`src/rtl/pipeline_hazard_ctrl_pkg.sv`:
```
// Shared types and constants for the pipeline hazard controller.
// Stage indices, FSM encoding and the "no forwarding" select value.
package pipeline_hazard_ctrl_pkg;

  typedef enum logic [1:0] {
    S_RUN      = 2'd0,
    S_MEM_WAIT = 2'd1,
    S_REDIR    = 2'd2
  } hz_state_e;

  localparam int STG_FI  = 0;
  localparam int STG_DS  = 1;
  localparam int STG_EX  = 2;
  localparam int STG_MEM = 3;

  // Forwarding select meaning "read the register file".
  localparam int HZ_FWD_REGFILE = 0;

  // Redirect down-counter width, enough for REDIRECT_CYC up to 7.
  localparam int REDIR_CW = 3;

endpackage

```
`src/rtl/pipeline_hazard_ctrl_scoreboard.sv`:
```
// Shifting scoreboard of in-flight destinations (entry 1 = MEM .. SBW = WB)
// with youngest-first source-operand match logic.
module pipeline_hazard_ctrl_scoreboard
  import pipeline_hazard_ctrl_pkg::*;
#(
  parameter int AWIDTH = 5,
  parameter int SBW    = 2,
  parameter int FW     = 2
) (
  input  logic              clk,
  input  logic              rst_n,
  input  logic              i_hold_mem,
  input  logic              i_ins_v,
  input  logic [AWIDTH-1:0] i_ins_rd,
  input  logic              i_ins_load,
  input  logic [AWIDTH-1:0] i_rs1,
  input  logic              i_use_rs1,
  input  logic [AWIDTH-1:0] i_rs2,
  input  logic              i_use_rs2,
  output logic              o_rs1_hit,
  output logic [FW-1:0]     o_rs1_idx,
  output logic              o_rs1_load,
  output logic              o_rs2_hit,
  output logic [FW-1:0]     o_rs2_idx,
  output logic              o_rs2_load
);

  logic [SBW:1]      r_v;
  logic [SBW:1]      r_load;
  logic [AWIDTH-1:0] r_rd [1:SBW];

  // While MEM waits, entry 1 holds and a bubble enters the stage behind it,
  // so entry 2 becomes invalid while older entries keep draining.
  always_ff @(posedge clk or negedge rst_n) begin
    if (!rst_n) begin
      r_v <= '0;
    end else begin
      // NOTE: sequential state uses non-blocking assignments so every entry
      // samples its neighbour's pre-edge value and the shift stays ordered.
      if (!i_hold_mem) r_v[1] <= i_ins_v;
      r_v[2] <= r_v[1] & ~i_hold_mem;
      for (int k = 3; k <= SBW; k++) r_v[k] <= r_v[k-1];
    end
  end

  // NOTE: only the valid bits need a reset; rd/load are qualified by them,
  // so this payload array is left unreset like a small memory.
  always_ff @(posedge clk) begin
    if (!i_hold_mem) begin
      r_rd[1]   <= i_ins_rd;
      r_load[1] <= i_ins_load;
    end
    for (int k = 2; k <= SBW; k++) begin
      r_rd[k]   <= r_rd[k-1];
      r_load[k] <= r_load[k-1];
    end
  end

  // Scan oldest to youngest so the lowest matching index overrides.
  always_comb begin
    // NOTE: every output gets a default before the loop; otherwise a
    // no-match path would hold the old value and infer a latch.
    o_rs1_hit  = 1'b0;
    o_rs1_idx  = FW'(HZ_FWD_REGFILE);
    o_rs1_load = 1'b0;
    o_rs2_hit  = 1'b0;
    o_rs2_idx  = FW'(HZ_FWD_REGFILE);
    o_rs2_load = 1'b0;
    for (int k = SBW; k >= 1; k--) begin
      if (r_v[k] && (r_rd[k] != '0)) begin
        if (i_use_rs1 && (r_rd[k] == i_rs1)) begin
          o_rs1_hit  = 1'b1;
          o_rs1_idx  = FW'(k);
          o_rs1_load = r_load[k];
        end
        if (i_use_rs2 && (r_rd[k] == i_rs2)) begin
          o_rs2_hit  = 1'b1;
          o_rs2_idx  = FW'(k);
          o_rs2_load = r_load[k];
        end
      end
    end
  end

endmodule

```
`src/rtl/pipeline_hazard_ctrl.sv`:
```
// Central hazard controller: FSM (run / memory wait / redirect), stall/flush
// generation and forwarding selects. Build option: FORWARDING_EN.
module pipeline_hazard_ctrl
  import pipeline_hazard_ctrl_pkg::*;
#(
  parameter  int AWIDTH       = 5,
  parameter  int NUM_STAGES   = 5,
  parameter  int REDIRECT_CYC = 2,
  localparam int SBW          = NUM_STAGES - 3,
  localparam int FW           = $clog2(SBW + 1)
) (
  input  logic                  hz_clk,
  input  logic                  hz_rst,
  input  logic                  hz_i_valid,
  input  logic [AWIDTH-1:0]     hz_i_rs1,
  input  logic [AWIDTH-1:0]     hz_i_rs2,
  input  logic                  hz_i_use_rs1,
  input  logic                  hz_i_use_rs2,
  input  logic [AWIDTH-1:0]     hz_i_rd,
  input  logic                  hz_i_we,
  input  logic                  hz_i_is_load,
  input  logic                  hz_i_change_pc,
  input  logic                  hz_i_ex_busy,
  input  logic                  hz_i_me_req,
  input  logic                  hz_i_me_ack,
  output logic [NUM_STAGES-1:0] hz_o_stall,
  output logic [NUM_STAGES-1:0] hz_o_flush,
  output logic [FW-1:0]         hz_o_fwd_rs1,
  output logic [FW-1:0]         hz_o_fwd_rs2
);

  localparam logic [REDIR_CW-1:0] REDIR_LOAD = REDIR_CW'(REDIRECT_CYC - 1);

  hz_state_e             r_state, w_state_nxt;
  logic [REDIR_CW-1:0]   r_redir_cnt, w_redir_cnt_nxt;
  logic                  r_pend_redir, w_pend_nxt;
  logic                  w_mem_hold, w_redir_req;
  logic                  w_mem_stall, w_redir_flush;
  logic                  w_data_haz;
  logic [NUM_STAGES-1:0] w_stall, w_flush;
  logic                  w_ins_v;
  logic                  w_rs1_hit, w_rs1_load, w_rs2_hit, w_rs2_load;
  logic [FW-1:0]         w_rs1_idx, w_rs2_idx;

  assign w_ins_v = hz_i_valid && hz_i_we && !w_stall[STG_EX] && !w_flush[STG_EX];

  pipeline_hazard_ctrl_scoreboard #(
    .AWIDTH (AWIDTH),
    .SBW    (SBW),
    .FW     (FW)
  ) u_scoreboard (
    .clk        (hz_clk),
    .rst_n      (hz_rst),
    .i_hold_mem (w_stall[STG_MEM]),
    .i_ins_v    (w_ins_v),
    .i_ins_rd   (hz_i_rd),
    .i_ins_load (hz_i_is_load),
    .i_rs1      (hz_i_rs1),
    .i_use_rs1  (hz_i_use_rs1),
    .i_rs2      (hz_i_rs2),
    .i_use_rs2  (hz_i_use_rs2),
    .o_rs1_hit  (w_rs1_hit),
    .o_rs1_idx  (w_rs1_idx),
    .o_rs1_load (w_rs1_load),
    .o_rs2_hit  (w_rs2_hit),
    .o_rs2_idx  (w_rs2_idx),
    .o_rs2_load (w_rs2_load)
  );

  always_ff @(posedge hz_clk or negedge hz_rst) begin
    if (!hz_rst) begin
      r_state      <= S_RUN;
      r_redir_cnt  <= '0;
      r_pend_redir <= 1'b0;
    end else begin
      r_state      <= w_state_nxt;
      r_redir_cnt  <= w_redir_cnt_nxt;
      r_pend_redir <= w_pend_nxt;
    end
  end

  // A pending redirect, or one interrupted by a memory wait, is replayed on
  // the cycle the memory acknowledges.
  assign w_mem_hold  = hz_i_me_req && !hz_i_me_ack;
  assign w_redir_req = hz_i_change_pc || r_pend_redir;

  always_comb begin
    w_state_nxt     = r_state;
    w_redir_cnt_nxt = r_redir_cnt;
    w_pend_nxt      = r_pend_redir;
    w_mem_stall     = 1'b0;
    w_redir_flush   = 1'b0;
    if (w_mem_hold) begin
      w_state_nxt     = S_MEM_WAIT;
      w_mem_stall     = 1'b1;
      w_redir_cnt_nxt = '0;
      w_pend_nxt      = w_redir_req || (r_state == S_REDIR);
    end else begin
      w_pend_nxt = 1'b0;
      if (w_redir_req) begin
        w_redir_flush   = 1'b1;
        w_redir_cnt_nxt = REDIR_LOAD;
        w_state_nxt     = (REDIRECT_CYC > 1) ? S_REDIR : S_RUN;
      end else if (r_state == S_REDIR) begin
        w_redir_flush = 1'b1;
        if (r_redir_cnt <= REDIR_CW'(1)) begin
          w_state_nxt     = S_RUN;
          w_redir_cnt_nxt = '0;
        end else begin
          w_redir_cnt_nxt = r_redir_cnt - REDIR_CW'(1);
        end
      end else begin
        w_state_nxt = S_RUN;
      end
    end
  end

`ifdef FORWARDING_EN
  // Only a load still in MEM cannot be forwarded.
  assign w_data_haz = hz_i_valid &&
                      ((w_rs1_hit && w_rs1_load && (w_rs1_idx == FW'(1))) ||
                       (w_rs2_hit && w_rs2_load && (w_rs2_idx == FW'(1))));
`else
  assign w_data_haz = hz_i_valid && (w_rs1_hit || w_rs2_hit);
`endif

  always_comb begin
    w_stall = '0;
    w_flush = '0;
    if (!hz_rst) begin
      w_flush = '1;
    end else if (w_mem_stall) begin
      w_stall[STG_MEM:STG_FI] = '1;
      w_flush[STG_MEM+1]      = 1'b1;
    end else begin
      if (hz_i_ex_busy || w_data_haz) begin
        w_stall[STG_EX:STG_FI] = '1;
        w_flush[STG_MEM]       = 1'b1;
      end
      if (w_redir_flush) w_flush[STG_DS:STG_FI] = '1;
      w_stall = w_stall & ~w_flush;
    end
  end

  assign hz_o_stall = w_stall;
  assign hz_o_flush = w_flush;

`ifdef FORWARDING_EN
  logic w_fwd_ok;
  assign w_fwd_ok     = hz_rst && hz_i_valid && !(|w_stall);
  assign hz_o_fwd_rs1 = (w_fwd_ok && w_rs1_hit) ? w_rs1_idx : FW'(HZ_FWD_REGFILE);
  assign hz_o_fwd_rs2 = (w_fwd_ok && w_rs2_hit) ? w_rs2_idx : FW'(HZ_FWD_REGFILE);
`else
  // Without forwarding every match stalls, so the selects carry no information.
  logic w_unused_fwd;
  assign w_unused_fwd = ^{w_rs1_idx, w_rs2_idx, w_rs1_load, w_rs2_load};
  assign hz_o_fwd_rs1 = FW'(HZ_FWD_REGFILE);
  assign hz_o_fwd_rs2 = FW'(HZ_FWD_REGFILE);
`endif

endmodule
```
`config.mk`:
```
export PLATFORM = sky130hd
export DESIGN_NAME = pipeline_hazard_ctrl
export DESIGN_NICKNAME = d
export VERILOG_FILES = /design/src/rtl/pipeline_hazard_ctrl_pkg.sv /design/src/rtl/pipeline_hazard_ctrl_scoreboard.sv /design/src/rtl/pipeline_hazard_ctrl.sv
export SDC_FILE = /design/constraint.sdc
export NUM_CORES = 1
export LEC_CHECK = 0
export BUFFER_PORTS_ARGS = -buffer_cell sky130_fd_sc_hd__buf_2
export CAP_MARGIN = 20
export CORE_MARGIN = 1.5
export CORE_UTILIZATION = 45
export DETAILED_ROUTE_END_ITERATION = 16
export HOLD_SLACK_MARGIN = 0.03
export PLACE_DENSITY = 0.79
export SLEW_MARGIN = 20
export SYNTH_ARGS = -nofsm -noshare
export SYNTH_HDL_FRONTEND = slang
export SYNTH_SLANG_ARGS = --single-unit
```
`constraint.sdc`:
```
create_clock -name hz_clk -period 4.9 [get_ports hz_clk]
set_clock_uncertainty 0.1 [all_clocks]
set_input_delay 0.49 -clock hz_clk [delete_from_list [all_inputs] [get_ports hz_clk]]
set_output_delay 0.49 -clock hz_clk [all_outputs]
set_load 0.05 [all_outputs]
```
* Word level (Yosys, flattened, before mapping)
Memories as Yosys holds them, arrays and structs flattened.
Cells that the tools add are included.
** Word-level totals
- Flip-flop bits (word level) :: 8
- Bits in writable memories :: 10
- Bits of input ports :: 26
- Logic and storage cells :: 78
- Memories :: 1
** Cells by class
- Add/subtract/negate cells :: 1
- Magnitude comparators :: 1
- Eq/ne operators :: 6
- Muxes and demuxes :: 40
- Bitwise operators :: 4
- Reductions and logical operators :: 20
** Memory list
- u_scoreboard.r_rd :: depth 2, width 5, rd ports 2, clocked after memory_dff 0, write ports 2, RTL line pipeline_hazard_ctrl_scoreboard.sv:30 : logic [AWIDTH-1:0] r_rd [1:SBW];
** Operators with widths (count)
- $mux W1 :: 21
- $mux W3 :: 7
- $eq A5 B5 Y1 :: 4
- $mux W2 :: 10
- $logic_and A1 B1 Y1 :: 11
- $reduce_bool A5 Y1 :: 2
- $and A3 B5 Y5 :: 1
- $mux W5 :: 1
- $not A4 Y5 :: 1
- $logic_or A1 B1 Y1 :: 4
- $mux W4 :: 1
- $ne A4 B3 Y1 const B :: 1
- $le A3 B1 Y1 const B :: 1
- $reduce_bool A3 Y1 :: 1
- $sub A3 B1 Y3 const B :: 1
- $eq A2 B2 Y1 const B :: 1
- $logic_not A1 Y1 :: 2
- $and A1 B1 Y1 :: 1
- $not A1 Y1 :: 1

* Logic depth before layout (Yosys ltp)
Gate-level depths: netlist of run 1.
An unclocked memory read counts as a cell.
- Depth after elaboration :: 20
- Gate-level depth with buffers :: 6
- Gate-level depth less buffers :: 6

* Modules after synthesis
Synthesis of run 1 repeated with hierarchy kept, for this count alone.
** Unflattened totals
- Cells, all modules :: 114
- Area total of the unflattened synthesis :: 1177.4 sq um
** Modules (own cells, without submodules)
- pipeline_hazard_ctrl_scoreboard :: instances 1, cells each 62, area each 725.7 sq um, sequential area each 350.3 sq um
- pipeline_hazard_ctrl :: instances 1, cells each 52, area each 451.7 sq um, sequential area each 150.1 sq um

* Worst setup path before layout of run 1
OpenSTA, ideal clock, no wires.
- Path type :: in2out
- Start point :: input port hz_i_me_ack
- End point :: output port hz_o_stall[1]
- Arrival time :: 2.966 ns
- Required time :: 4.310 ns
- Setup slack :: 1.344 ns
- Stages on the path :: 5
- Path buffers :: 1
- Cell sequence :: nand2b_1 -> inv_1 -> o21ai_0 -> a21oi_1 -> buf_4
** Between the ends
- Cells in the longest elaborated chain, start to end :: 10
** Ends and longest elaborated chain
- start: declaration :: RTL line pipeline_hazard_ctrl.sv:25 : input logic hz_i_me_ack,
- $logic_not A1 Y1 * :: RTL line pipeline_hazard_ctrl.sv:84 : assign w_mem_hold = hz_i_me_req && !hz_i_me_ack;
- $logic_and A1 B1 Y1 * :: RTL line pipeline_hazard_ctrl.sv:84
- $mux W1 :: RTL line pipeline_hazard_ctrl.sv:93 : if (w_mem_hold) begin
- $mux W2 :: RTL line pipeline_hazard_ctrl.sv:140 : if (w_redir_flush) w_flush[STG_DS:STG_FI] = '1;
- $mux W2 :: RTL line pipeline_hazard_ctrl.sv:132 : end else if (w_mem_stall) begin
- $mux W2 :: RTL line pipeline_hazard_ctrl.sv:130 : if (!hz_rst) begin
- $not A4 Y5 :: RTL line pipeline_hazard_ctrl.sv:141 : w_stall = w_stall & ~w_flush;
- $and A3 B5 Y5 :: RTL line pipeline_hazard_ctrl.sv:141
- $mux W4 * :: RTL line pipeline_hazard_ctrl.sv:132
- $mux W5 * :: RTL line pipeline_hazard_ctrl.sv:130
- end: declaration :: RTL line pipeline_hazard_ctrl.sv:26 : output logic [NUM_STAGES-1:0] hz_o_stall,
Every way passes the cells marked *; elsewhere a longest branch is shown, timed or not. The select of a mux whose other input is x is not followed.

==> metrics.md, run 1 <==
| Metric | Value |
|---|---|
| Crit-path max FO | `3` |
| Multi-input gate area | `480 um2` |
| Combinational share of power | `0.256` |
| Initial drt markers | `16` |
| Layout cell share with drive strength beyond 1 | `0.289` |
| Status | `finished clean` |
| Boundary Pins | `40` |
| Crit Path Category | `flip-flop to output pin` |
| Root Driver | `clkbuf_4` |
| Seq/Total Area, Yosys | `0.451` |
| Dpl hpwl | `1.68 mm` |
| Worst path required time | `4.31 ns` |
| Die Width | `50.1 um` |
| Core box area | `2020 um2` |
| Layout fillers | `188` |
| PortBufs | `33` |
| Worst skew pair latency | `0.28 ns` |
| TritonCTS Buffers | `3` |
| Initial Util | `0.494` |
| Full die area | `2510 um2` |
| Seq pwr share | `0.500` |
| Aggregate global routing overflow | `0` |
| Cells after Synth | `101` |
| Wire length per cell | `12.6 um` |
| RSZ-0062 raised after global routing | `false` |
| Number of diodes | `0` |
| Most instantiated cells after synthesis | `xnor2_1 (20), buf_4 (8), dfrtp_1 (8), nand2_1 (8), a21oi_1 (7)` |
| Area grow syn2layout | `20.1%` |
| Number of core rows | `16` |
| CP startpoint kind | `flip-flop` |
| Non-filler cells, final | `162` |
| Final setup violation count | `0` |
| Post-route antenna net violation count | `0` |
| Nets | `164` |
| Maximum VDD drop | `0.176 mV` |
| FMAX | `0.355 GHz` |
| Syn. warnings | `0` |
| GPL Wtd Cong | `0.826` |
| Max Cap Viol | `0` |
| TritonCTS clock tree | `built` |
| CP peak stage delay | `0.54 ns` |
| Synthesized area | `998 um2` |
| FF-to-FF setup slack | `3.28 ns` |
| Main synth FF type | `dfrtp_1` |
| Fin worst setup slack | `2.08 ns` |
| NetSw | `0.108 mW` |
| Post-synth top area cell | `dfrtp_1` |
| Switch share | `0.306` |
| CP Cell Sequence | `or4_1 > o21a_1 > and2_4 > a221oi_2 > a21oi_1 > buf_2` |
| Final Hold Vio Count | `0` |
| Largest net degree at the start of global routing | `14` |
| Library cells used by synthesis | `27` |
| TNS Setup | `0 ns` |
| Static Leak | `0.536 nW` |
| Post-synth EDFFs | `5` |
| Ys async rst share | `0.444` |
| Number of synthesized register bits | `18` |
| First-pass GRT wire length | `3.31 mm` |
| Vias/cell | `5.08` |
| Pre-antenna DRT Iters | `4` |
| Top post-synthesis cells by area | `dfrtp_1 (20%), xnor2_1 (18%), edfxtp_1 (15%), dfxtp_1 (10%), buf_4 (6.0%)` |
| Worst path arrival time | `2.23 ns` |
| Final WL | `2.04 mm` |
| Sequential Area | `450 um2` |
| Drt drc | `0` |
| Clock buffer depth | `2` |
| Final period util | `0.575` |
| Die height | `50.1 um` |
| Initial antenna violation count | `0` |
| Dpl cells | `157` |
| Crit path max-delay cell type | `or4_1` |
| Crit path capture type | `output pin` |
| PostCTS Resize Cnt | `0` |
| Worst slack, placed | `2.39 ns` |
| Fin crit period | `2.82 ns` |
| Clock slew at reported path FFs | `0.09 ns` |
| Yosys top cell area share | `0.201` |
| Tot GR Track Use | `0.175` |
| Vias post-DR | `823` |
| Syn avg cell area | `9.89 um2` |
| Most common cell in the synthesized netlist | `xnor2_1` |
| H-tree depth | `1` |
| Final Max Tran Viols | `0` |
| Clk pwr share | `0.244` |
| P per Cell Area | `293 nW/um2` |
| Hold Path Class | `primary input to flip-flop` |
| Vias in the first global route | `827` |
| CTS Sinks | `18` |
| Int Power | `0.244 mW` |
path summary, 6_finish.rpt:
path                                           endpoint  cells after the start                     from
worst max-delay path                      hz_o_stall[0]                      6  u_scoreboard.r_rd[2][1]
worst min-delay path            u_scoreboard.r_rd[1][1]                      1               hz_i_rd[1]
worst max register to register      u_scoreboard.r_v[1]                      5  u_scoreboard.r_rd[1][1]
worst min register to register  u_scoreboard.r_rd[2][0]                      0  u_scoreboard.r_rd[1][0]
max in group asynchronous                r_redir_cnt[1]                      2                   hz_rst
min in group asynchronous           u_scoreboard.r_v[1]                      2                   hz_rst
sequential cells by signal, indices dropped and copies added, names as in the netlist:
signal	cells
u_scoreboard.r_v	2
r_pend_redir	1
r_redir_cnt	3
u_scoreboard.r_rd	10
r_state	2
power by group through the flow:
stage	combinational (mW)	sequential, mW	clock [mW]
2_1_floorplan	0.0687	0.176	0
3_3_place_gp	0.0848	0.178	0
3_5_place_dp	0.0891	0.179	0
4_1_cts	0.0900	0.176	0.0905
5_1_grt	0.0977	0.177	0.0961
6_report	0.0901	0.176	0.0858
stage by stage:
| step | hold slack [ns] | power (mW) | utilization | cell area [um2] |
|---|---|---|---|---|
| after floorplan | 0.0944 | 0.245 | - | 1010 |
| after global placement | 0.262 | 0.263 | 0.570 | 1150 |
| after detailed placement | 0.273 | 0.268 | 0.570 | 1150 |
| after CTS | 0.264 | 0.356 | 0.593 | 1200 |
| after global routing | 0.257 | 0.371 | 0.593 | 1200 |
| final | 0.279 | 0.352 | 0.593 | 1200 |
layer usage:
layer	vias to the layer above	part of all wire	wire (um)	global-route usage
met3	2	0.047	95	0.0364
li1	406	-	-	-
met5	-	0	0	0
met4	0	0.011	23	0.0880
met2	28	0.54	1100	0.333
met1	387	0.40	817	0.175
worst max-delay path, delay by kind of cell, from the launching register on:
kind / cells / cell delay, ns
flops: 1 / 0.35
buf+inv: 1 / 0.22
simple gates: 2 / 0.69
compound gates: 3 / 0.68
kinds of logic after synthesis:
group | count (synthesis) | share of synthesized area
buf+inv | 14 | 0.0827
compound gates | 20 | 0.129
other cells | 1 | 0.00376
xor+xnor | 20 | 0.175
simple gates | 26 | 0.133
flops | 18 | 0.451
fa+ha+maj | 2 | 0.0251
area by class of cell:
cell class,count,area share
clock buffers,4,0.0303
inverters,6,0.0188
multi-input cells,73,0.401
flip-flops and latches,18,0.376
well taps,27,0.0282
repair buffers,34,0.146
what timing repair did:
item | 4_1_cts | 5_1_grt
hold buffers | 1 | 0
setup buffers | 0 | 0
endpoints found under the hold margin | 8 | 0
placed cells by master (no fill, tap or decap), drive strengths merged:
cell / Yosys / final
a21oi: 7 / 7
a221oi: 1 / 1
a22o: 1 / 1
a22oi: 1 / 1
a311oi: 1 / 1
and2: 2 / 2
buf: 8 / 33
clkbuf: 0 / 4
conb: 1 / 5
dfrtp: 8 / 8
dfxtp: 5 / 5
dlygate4sd3: 0 / 1
edfxtp: 5 / 5
ha: 2 / 2
inv: 6 / 6
nand2: 8 / 8
nand2b: 1 / 1
nand3b: 1 / 1
nand4: 4 / 4
nor2: 5 / 5
nor2b: 2 / 2
nor3: 2 / 2
o21a: 2 / 2
o21ai: 4 / 4
o22ai: 3 / 3
or4: 1 / 1
xnor2: 20 / 20
Note: power is estimated with default switching activity, not from simulation.
==> run 2: changes to the inputs <==
ABC_AREA = 1   (was unset)
PLACE_DENSITY = 0.77   (was 0.79)
clock period = 2.86 ns   (was 4.9 ns; I/O delays follow)
==> metrics.md, run 2 <==
| Metric | Value |
|---|---|
| Vias post-DR | `1084 (+32%)` |
| Wire length per cell | `8.63 um (-31%)` |
| Core box area | `2450 um2 (+21%)` |
| Dpl hpwl | `1.73 mm (+2.9%)` |
| Layout cell share with drive strength beyond 1 | `0.206 (-0.0825)` |
| Initial drt markers | `26 (+10)` |
| Top post-synthesis cells by area | `nand2_1 (23%), dfrtp_1 (17%), edfxtp_1 (13%), inv_1 (9.7%), dfxtp_1 (8.6%)` |
| CP peak stage delay | `0.42 ns (-0.12 ns)` |
| Multi-input gate area | `538 um2 (+12%)` |
| Top flop regs | `u_scoreboard.r_rd (10), r_redir_cnt (3)` |
| Fin crit period | `2.15 ns` |
| Die height | `53.9 um (+7.5%)` |
| Reg2reg end | `u_scoreboard.r_v[1]` |
| Seq/Total Area, Yosys | `0.387 (-0.0644)` |
| # hold bufs at CTS | `1 (unchanged)` |
| Clock buffer depth | `2 (unchanged)` |
| Worst hold path depth | `2 (+1)` |
| Number of core rows | `18 (+2)` |
| Synthesized area | `1160 um2 (+17%)` |
| Syn. warnings | `0 (unchanged)` |
| Max Cap Viol | `0 (unchanged)` |
| Pre-antenna DRT Iters | `4 (unchanged)` |
| CTS Sinks | `18 (unchanged)` |
| H-tree depth | `1 (unchanged)` |
| Main synth FF type | `dfrtp_1` |
| Vias/cell | `4.37 (-14%)` |
| Largest net degree at the start of global routing | `13 (-1)` |
| Hold slack | `0.0611 ns (-0.218 ns)` |
| Most common cell after layout, fill and taps aside | `nand2_1` |
| Final Hold Vio Count | `0 (unchanged)` |
| Full die area | `2900 um2 (+16%)` |
| Number of diodes | `0 (unchanged)` |
| Maximum VDD drop | `0.402 mV (+130%)` |
| Cells on worst reg2reg path | `9 (+4)` |
| Nets | `247 (+51%)` |
| Worst Min Path Start | `hz_i_me_ack` |
| Static Leak | `0.854 nW (+59%)` |
| Number of synthesized register bits | `18 (unchanged)` |
| Final period util | `0.752` |
| FF-to-FF setup slack | `1.48 ns (-1.80 ns)` |
| TritonCTS Buffers | `3 (unchanged)` |
| TNS Setup | `0 ns (unchanged)` |
| Most frequent cells in the layout | `nand2_1 (72), buf_2 (33), inv_1 (30)` |
| Worst slack, placed | `1.01 ns (-1.38 ns)` |
| Layout fillers | `254 (+35%)` |
| Die Width | `53.9 um (+7.5%)` |
| Final Max Tran Viols | `0 (unchanged)` |
| Worst path arrival time | `1.77 ns (-0.46 ns)` |
| Worst skew pair latency | `0.28 ns (about the same)` |
| Crit path capture type | `output pin` |
| Fin worst setup slack | `0.708 ns (-1.37 ns)` |
| Initial antenna violation count | `0 (unchanged)` |
| PortBufs | `33 (unchanged)` |
| Final setup violation count | `0 (unchanged)` |
| Vias in the first global route | `908 (+9.8%)` |
| PostCTS Resize Cnt | `0 (unchanged)` |
| Post-route antenna net violation count | `0 (unchanged)` |
| Most frequent CP cell | `nand2_1` |
| Number of flip-flops in the largest register | `10 (unchanged)` |
| Post-synth top area cell | `nand2_1` |
| Crit-path max FO | `4 (+1)` |
| Most instantiated cells after synthesis | `nand2_1 (72), inv_1 (30), nor2_1 (25)` |
| Worst path required time | `2.47 ns (-1.84 ns)` |
| Hold Path Class | `primary input to flip-flop` |
| Most common cell in the synthesized netlist | `nand2_1` |
| Cells after Synth | `184 (+82%)` |
| Top delay family on crit path | `simple AND/OR/NAND/NOR gates` |
| Crit path max-delay cell type | `edfxtp_1` |
| Post-CTS setup buffers | `0 (unchanged)` |
| Worst R2R Start | `u_scoreboard.r_rd[1][3]` |
| P per Cell Area | `434 nW/um2 (+48%)` |
| Final WL | `2.14 mm (+4.9%)` |
| CP Cell Sequence | `inv_1 > nor2_1 > nor2_1 > nand3_1 > nand2_1 > nand2_1 > nand2_1 > nand2_2 > nand3_2 > nand2_1 > inv_1 > buf_2` |
| Area grow syn2layout | `16.6%` |
| Clock slew at reported path FFs | `0.09 ns (about the same)` |
| Post-synth EDFFs | `5 (unchanged)` |
| Syn avg cell area | `6.33 um2 (-36%)` |
| CP startpoint kind | `flip-flop` |
| Ys async rst share | `0.444 (unchanged)` |
| Library cells used by synthesis | `20 (-26%)` |
| Crit Path Category | `flip-flop to output pin` |
| Drt drc | `0 (unchanged)` |
| Yosys top cell area share | `0.232 (+0.0315)` |
| CP Buf/Inv Count | `3 (+2)` |
| Root Driver | `clkbuf_4` |
| Status | `finished clean` |
| Worst Hold Path EP | `r_state[0]` |
| Aggregate global routing overflow | `0 (unchanged)` |
| RSZ-0062 raised after global routing | `false` |
| Boundary Pins | `40 (unchanged)` |
| Most flops, register | `u_scoreboard.r_rd` |
| Tot GR Track Use | `0.165 (-0.0102)` |
| TritonCTS clock tree | `built` |
| Initial Util | `0.475 (-0.0193)` |
| GPL Wtd Cong | `0.799 (-3.3%)` |
| Sequential Area | `450 um2 (unchanged)` |
| First-pass GRT wire length | `3.46 mm (+4.6%)` |
| FMAX | `0.465 GHz` |
run 2: how the worst max path moves through the flow:
stage | startpoint | to | slack [ns] | cells past startpoint
floorplan | u_scoreboard.r_rd[1][2] | hz_o_stall[1] | 0.85 | 12
global placement | u_scoreboard.r_rd[1][4] | hz_o_stall[1] | 1.02 | 12
detailed placement | u_scoreboard.r_rd[1][4] | hz_o_stall[0] | 1.01 | 12
CTS | u_scoreboard.r_rd[1][4] | hz_o_stall[0] | 0.69 | 12
global route | u_scoreboard.r_rd[1][2] | hz_o_stall[1] | 0.51 | 13
finish | u_scoreboard.r_rd[1][0] | hz_o_stall[0] | 0.71 | 12
run 2: area by class of cell:
class / count / share of cell area
repair buffers: 34 / 0.129
well taps: 30 / 0.0276
inverters: 35 / 0.0967
multi-input cells: 127 / 0.396
clock buffers: 3 / 0.0166
clock inverters: 1 / 0.00276
flip-flops and latches: 18 / 0.331
run 2: kinds of logic (layout without fill, tap and decap cells):
kind of cell,count (synthesis),after routing,synth area share
AND/OR/NAND/NOR,110,110,0.377
buffers and inverters,43,73,0.164
flip-flops,18,18,0.387
AO/OA/AOI/OAI,9,9,0.0397
adder cells (fa/ha/maj),2,2,0.0215
other,1,5,0.00322
XOR/XNOR,1,1,0.00752
run 2: power breakdown:
part | total, mW | switching (mW) | internal [mW]
combinational | 0.168 | 0.115 | 0.0530
sequential | 0.299 | 0.0158 | 0.283
clock | 0.122 | 0.0714 | 0.0507
run 2: metrics by stage:
step / utilization / area, um2 / power, mW / instances
after floorplan: - / 1180 / 0.433 / 188
after global placement: 0.539 / 1320 / 0.471 / 243
after detailed placement: 0.539 / 1320 / 0.472 / 243
after CTS: 0.554 / 1360 / 0.595 / 248
after global routing: 0.554 / 1360 / 0.633 / 248
final: 0.554 / 1360 / 0.590 / 248
run 2: per-layer routing:
| metal | global-route usage | routed length [um] | up-vias |
|---|---|---|---|
| met5 | 0 | 0 | - |
| met4 | 0.0684 | 14 | 0 |
| met3 | 0.0250 | 103 | 2 |
| met2 | 0.272 | 985 | 27 |
| met1 | 0.214 | 1040 | 450 |
| li1 | - | - | 605 |
==> run 3: changes to the inputs <==
clock period = 2 ns   (was 2.86 ns; I/O delays follow)
==> metrics.md, run 3 (synthesis gave the netlist of run 2 again) <==
| Metric | Value |
|---|---|
| Max Cap Viol | `0 (unchanged)` |
| Crit path max-delay cell type | `edfxtp_1` |
| Worst R2R Start | `u_scoreboard.r_rd[1][3]` |
| CTS Sinks | `18 (unchanged)` |
| Die Width | `53.9 um (unchanged)` |
| Root Driver | `clkbuf_4` |
| Final Max Tran Viols | `0 (unchanged)` |
| Dpl cells | `243 (unchanged)` |
| Worst path required time | `1.70 ns (-0.77 ns)` |
| Most common cell after layout, fill and taps aside | `nand2_1` |
| Initial antenna violation count | `0 (unchanged)` |
| Reg2reg end | `u_scoreboard.r_v[1]` |
| Die height | `53.9 um (unchanged)` |
| Maximum VDD drop | `0.414 mV (+3.0%)` |
| Final Hold Vio Count | `0 (unchanged)` |
| Hold Path Class | `primary input to flip-flop` |
| Most flops, register | `u_scoreboard.r_rd` |
| Boundary Pins | `40 (unchanged)` |
| TritonCTS clock tree | `built` |
| Post-route cell area | `1480 um2 (+8.9%)` |
| Full die area | `2900 um2 (unchanged)` |
| Layout Utilization | `0.603 (+0.0494)` |
| First-pass GRT wire length | `3.60 mm (+4.0%)` |
| Aggregate global routing overflow | `0 (unchanged)` |
| Core box area | `2450 um2 (unchanged)` |
| Crit path capture type | `output pin` |
| Number of flip-flops in the largest register | `10 (unchanged)` |
| Top delay family on crit path | `simple AND/OR/NAND/NOR gates` |
| P per Cell Area | `593 nW/um2 (+37%)` |
| Final period util | `1.01` |
| FF-to-FF setup slack | `0.61 ns (-0.87 ns)` |
| Worst Min Path Start | `hz_i_ex_busy` |
| Number of diodes | `0 (unchanged)` |
| CP Cell Sequence | `inv_2 > nand2_1 > nand2_1 > nor2_1 > nand3_1 > nand2_1 > nand2_1 > nand2_1 > nand2_2 > nand3_2 > nand2_1 > inv_2 > buf_6` |
| Clock buffer depth | `2 (unchanged)` |
| Vias post-DR | `1143 (+5.4%)` |
| Layout cell share with drive strength beyond 1 | `0.232 (+0.0260)` |
| Fin crit period | `2.01 ns` |
| Status | `finished, violations left` |
| CP peak stage delay | `0.42 ns (about the same)` |
| Worst Hold Path EP | `u_scoreboard.r_v[1]` |
| CP startpoint kind | `flip-flop` |
| Layout fillers | `239 (-5.9%)` |
| Initial drt markers | `28 (+7.7%)` |
| Final WL | `2.25 mm (+5.0%)` |
| Static Leak | `0.901 nW (+5.6%)` |
| TritonCTS Buffers | `3 (unchanged)` |
| Multi-input gate area | `538 um2 (unchanged)` |
| Top flop regs | `u_scoreboard.r_rd (10), r_redir_cnt (3)` |
| Clock slew at reported path FFs | `0.09 ns (about the same)` |
| Failing checks | `setup timing` |
| Most frequent CP cell | `nand2_1` |
| GPL Wtd Cong | `0.807 (+0.91%)` |
| Tot GR Track Use | `0.172 (+0.00705)` |
| RSZ-0062 raised after global routing | `true` |
| Worst path arrival time | `1.71 ns (-0.06 ns)` |
| Vias/cell | `4.43 (+1.4%)` |
| Largest net degree at the start of global routing | `13 (unchanged)` |
| Final setup violation count | `2 (+2)` |
| Worst hold path depth | `4 (+2)` |
| Worst skew pair latency | `0.29 ns (about the same)` |
| Worst slack, placed | `0.246 ns (-0.768 ns)` |
| H-tree depth | `1 (unchanged)` |
| Pre-antenna DRT Iters | `4 (unchanged)` |
| Vias in the first global route | `968 (+6.6%)` |
| Dpl hpwl | `1.74 mm (+0.46%)` |
| Placed inst area | `1320 um2 (unchanged)` |
| Fin worst setup slack | `-0.0108 ns (-0.719 ns)` |
| Number of core rows | `18 (unchanged)` |
| Crit Path Category | `flip-flop to output pin` |
| Area grow syn2layout | `27.1%` |
| Post-route antenna net violation count | `0 (unchanged)` |
| Wire length per cell | `8.70 um (+0.89%)` |
| Sequential Area | `452 um2 (+0.28%)` |
| Most frequent cells in the layout | `nand2_1 (72), inv_1 (27), buf_2 (27)` |
| CP Buf/Inv Count | `3 (unchanged)` |
| Drt drc | `0 (unchanged)` |
| Nets | `257 (+4.0%)` |
| Crit-path max FO | `4 (unchanged)` |
| Initial Util | `0.475 (unchanged)` |
| FMAX | `0.497 GHz` |
| PortBufs | `33 (unchanged)` |
| Cells on worst reg2reg path | `11 (+2)` |
| Non-filler cells, final | `258 (+4.0%)` |
==> run 3: cell count changes in the layout (fill, tap and decap cells not counted), sizes merged <==
cell / previous run / this run
dlygate4sd3: 1 / 7
clkbuf: 3 / 6
buf: 33 / 35
clkinv: 1 / 0
==> run 3: worst max-delay path by stage <==
stage,from,end,cells past startpoint
2_1_floorplan,u_scoreboard.r_rd[1][2],hz_o_stall[1],12
3_3_place_gp,u_scoreboard.r_rd[1][2],hz_o_stall[1],12
3_5_place_dp,u_scoreboard.r_rd[1][3],hz_o_stall[1],12
4_1_cts,u_scoreboard.r_rd[1][2],hz_o_stall[1],12
5_1_grt,u_scoreboard.r_rd[1][1],hz_o_flush[3],12
6_report,u_scoreboard.r_rd[1][3],hz_o_stall[1],13
==> run 3: repair_timing <==
action | 4_1_cts | 5_1_grt
setup endpoints to repair | 4 | 5
hold buffers | 7 | 0
pin swaps | 0 | 3
endpoints found under the hold margin | 14 | 0
resized for setup | 12 | 3
setup buffers | 3 | 1
==> run 3: through the flow <==
step | hold slack [ns] | power, mW | setup TNS [ns]
global placement | -0.0258 | 0.673 | 0
floorplan | -0.196 | 0.619 | 0
finish | 0.0989 | 0.877 | -0.0186
CTS | 0.0955 | 0.882 | -0.00150
global route | 0.112 | 0.937 | -0.581
detailed placement | -0.0247 | 0.675 | 0
==> run 3: layer usage <==
layer / global-route usage / share of wire / vias up
li1: - / - / 623
met1: 0.220 / 0.46 / 487
met2: 0.287 / 0.47 / 27
met3: 0.0167 / 0.045 / 6
met4: 0.0897 / 0.020 / 0
met5: 0 / 0 / -
==> run 3: cell type report <==
| class | count | area share |
|---|---|---|
| timing repair buffer | 44 | 0.199 |
| tap | 30 | 0.0254 |
| clock buffer | 4 | 0.0178 |
| sequential | 18 | 0.305 |
| inverter | 35 | 0.0888 |
| multi-input combinational | 127 | 0.363 |
==> run 3: worst reg2reg max path, delay by kind of cell, from the launching register on <==
kind	cells	cell delay, ns
DFF	1	0.42
and+or+nand+nor	10	0.70
buffers and inverters	1	0.07
==> run 3: power breakdown <==
part           internal (mW)  total [mW]  switching [mW]  leakage, nW
Clock                 0.0775       0.179           0.101       0.0150
Combinational         0.0985       0.269           0.171        0.687
Sequential             0.406       0.429          0.0232        0.200
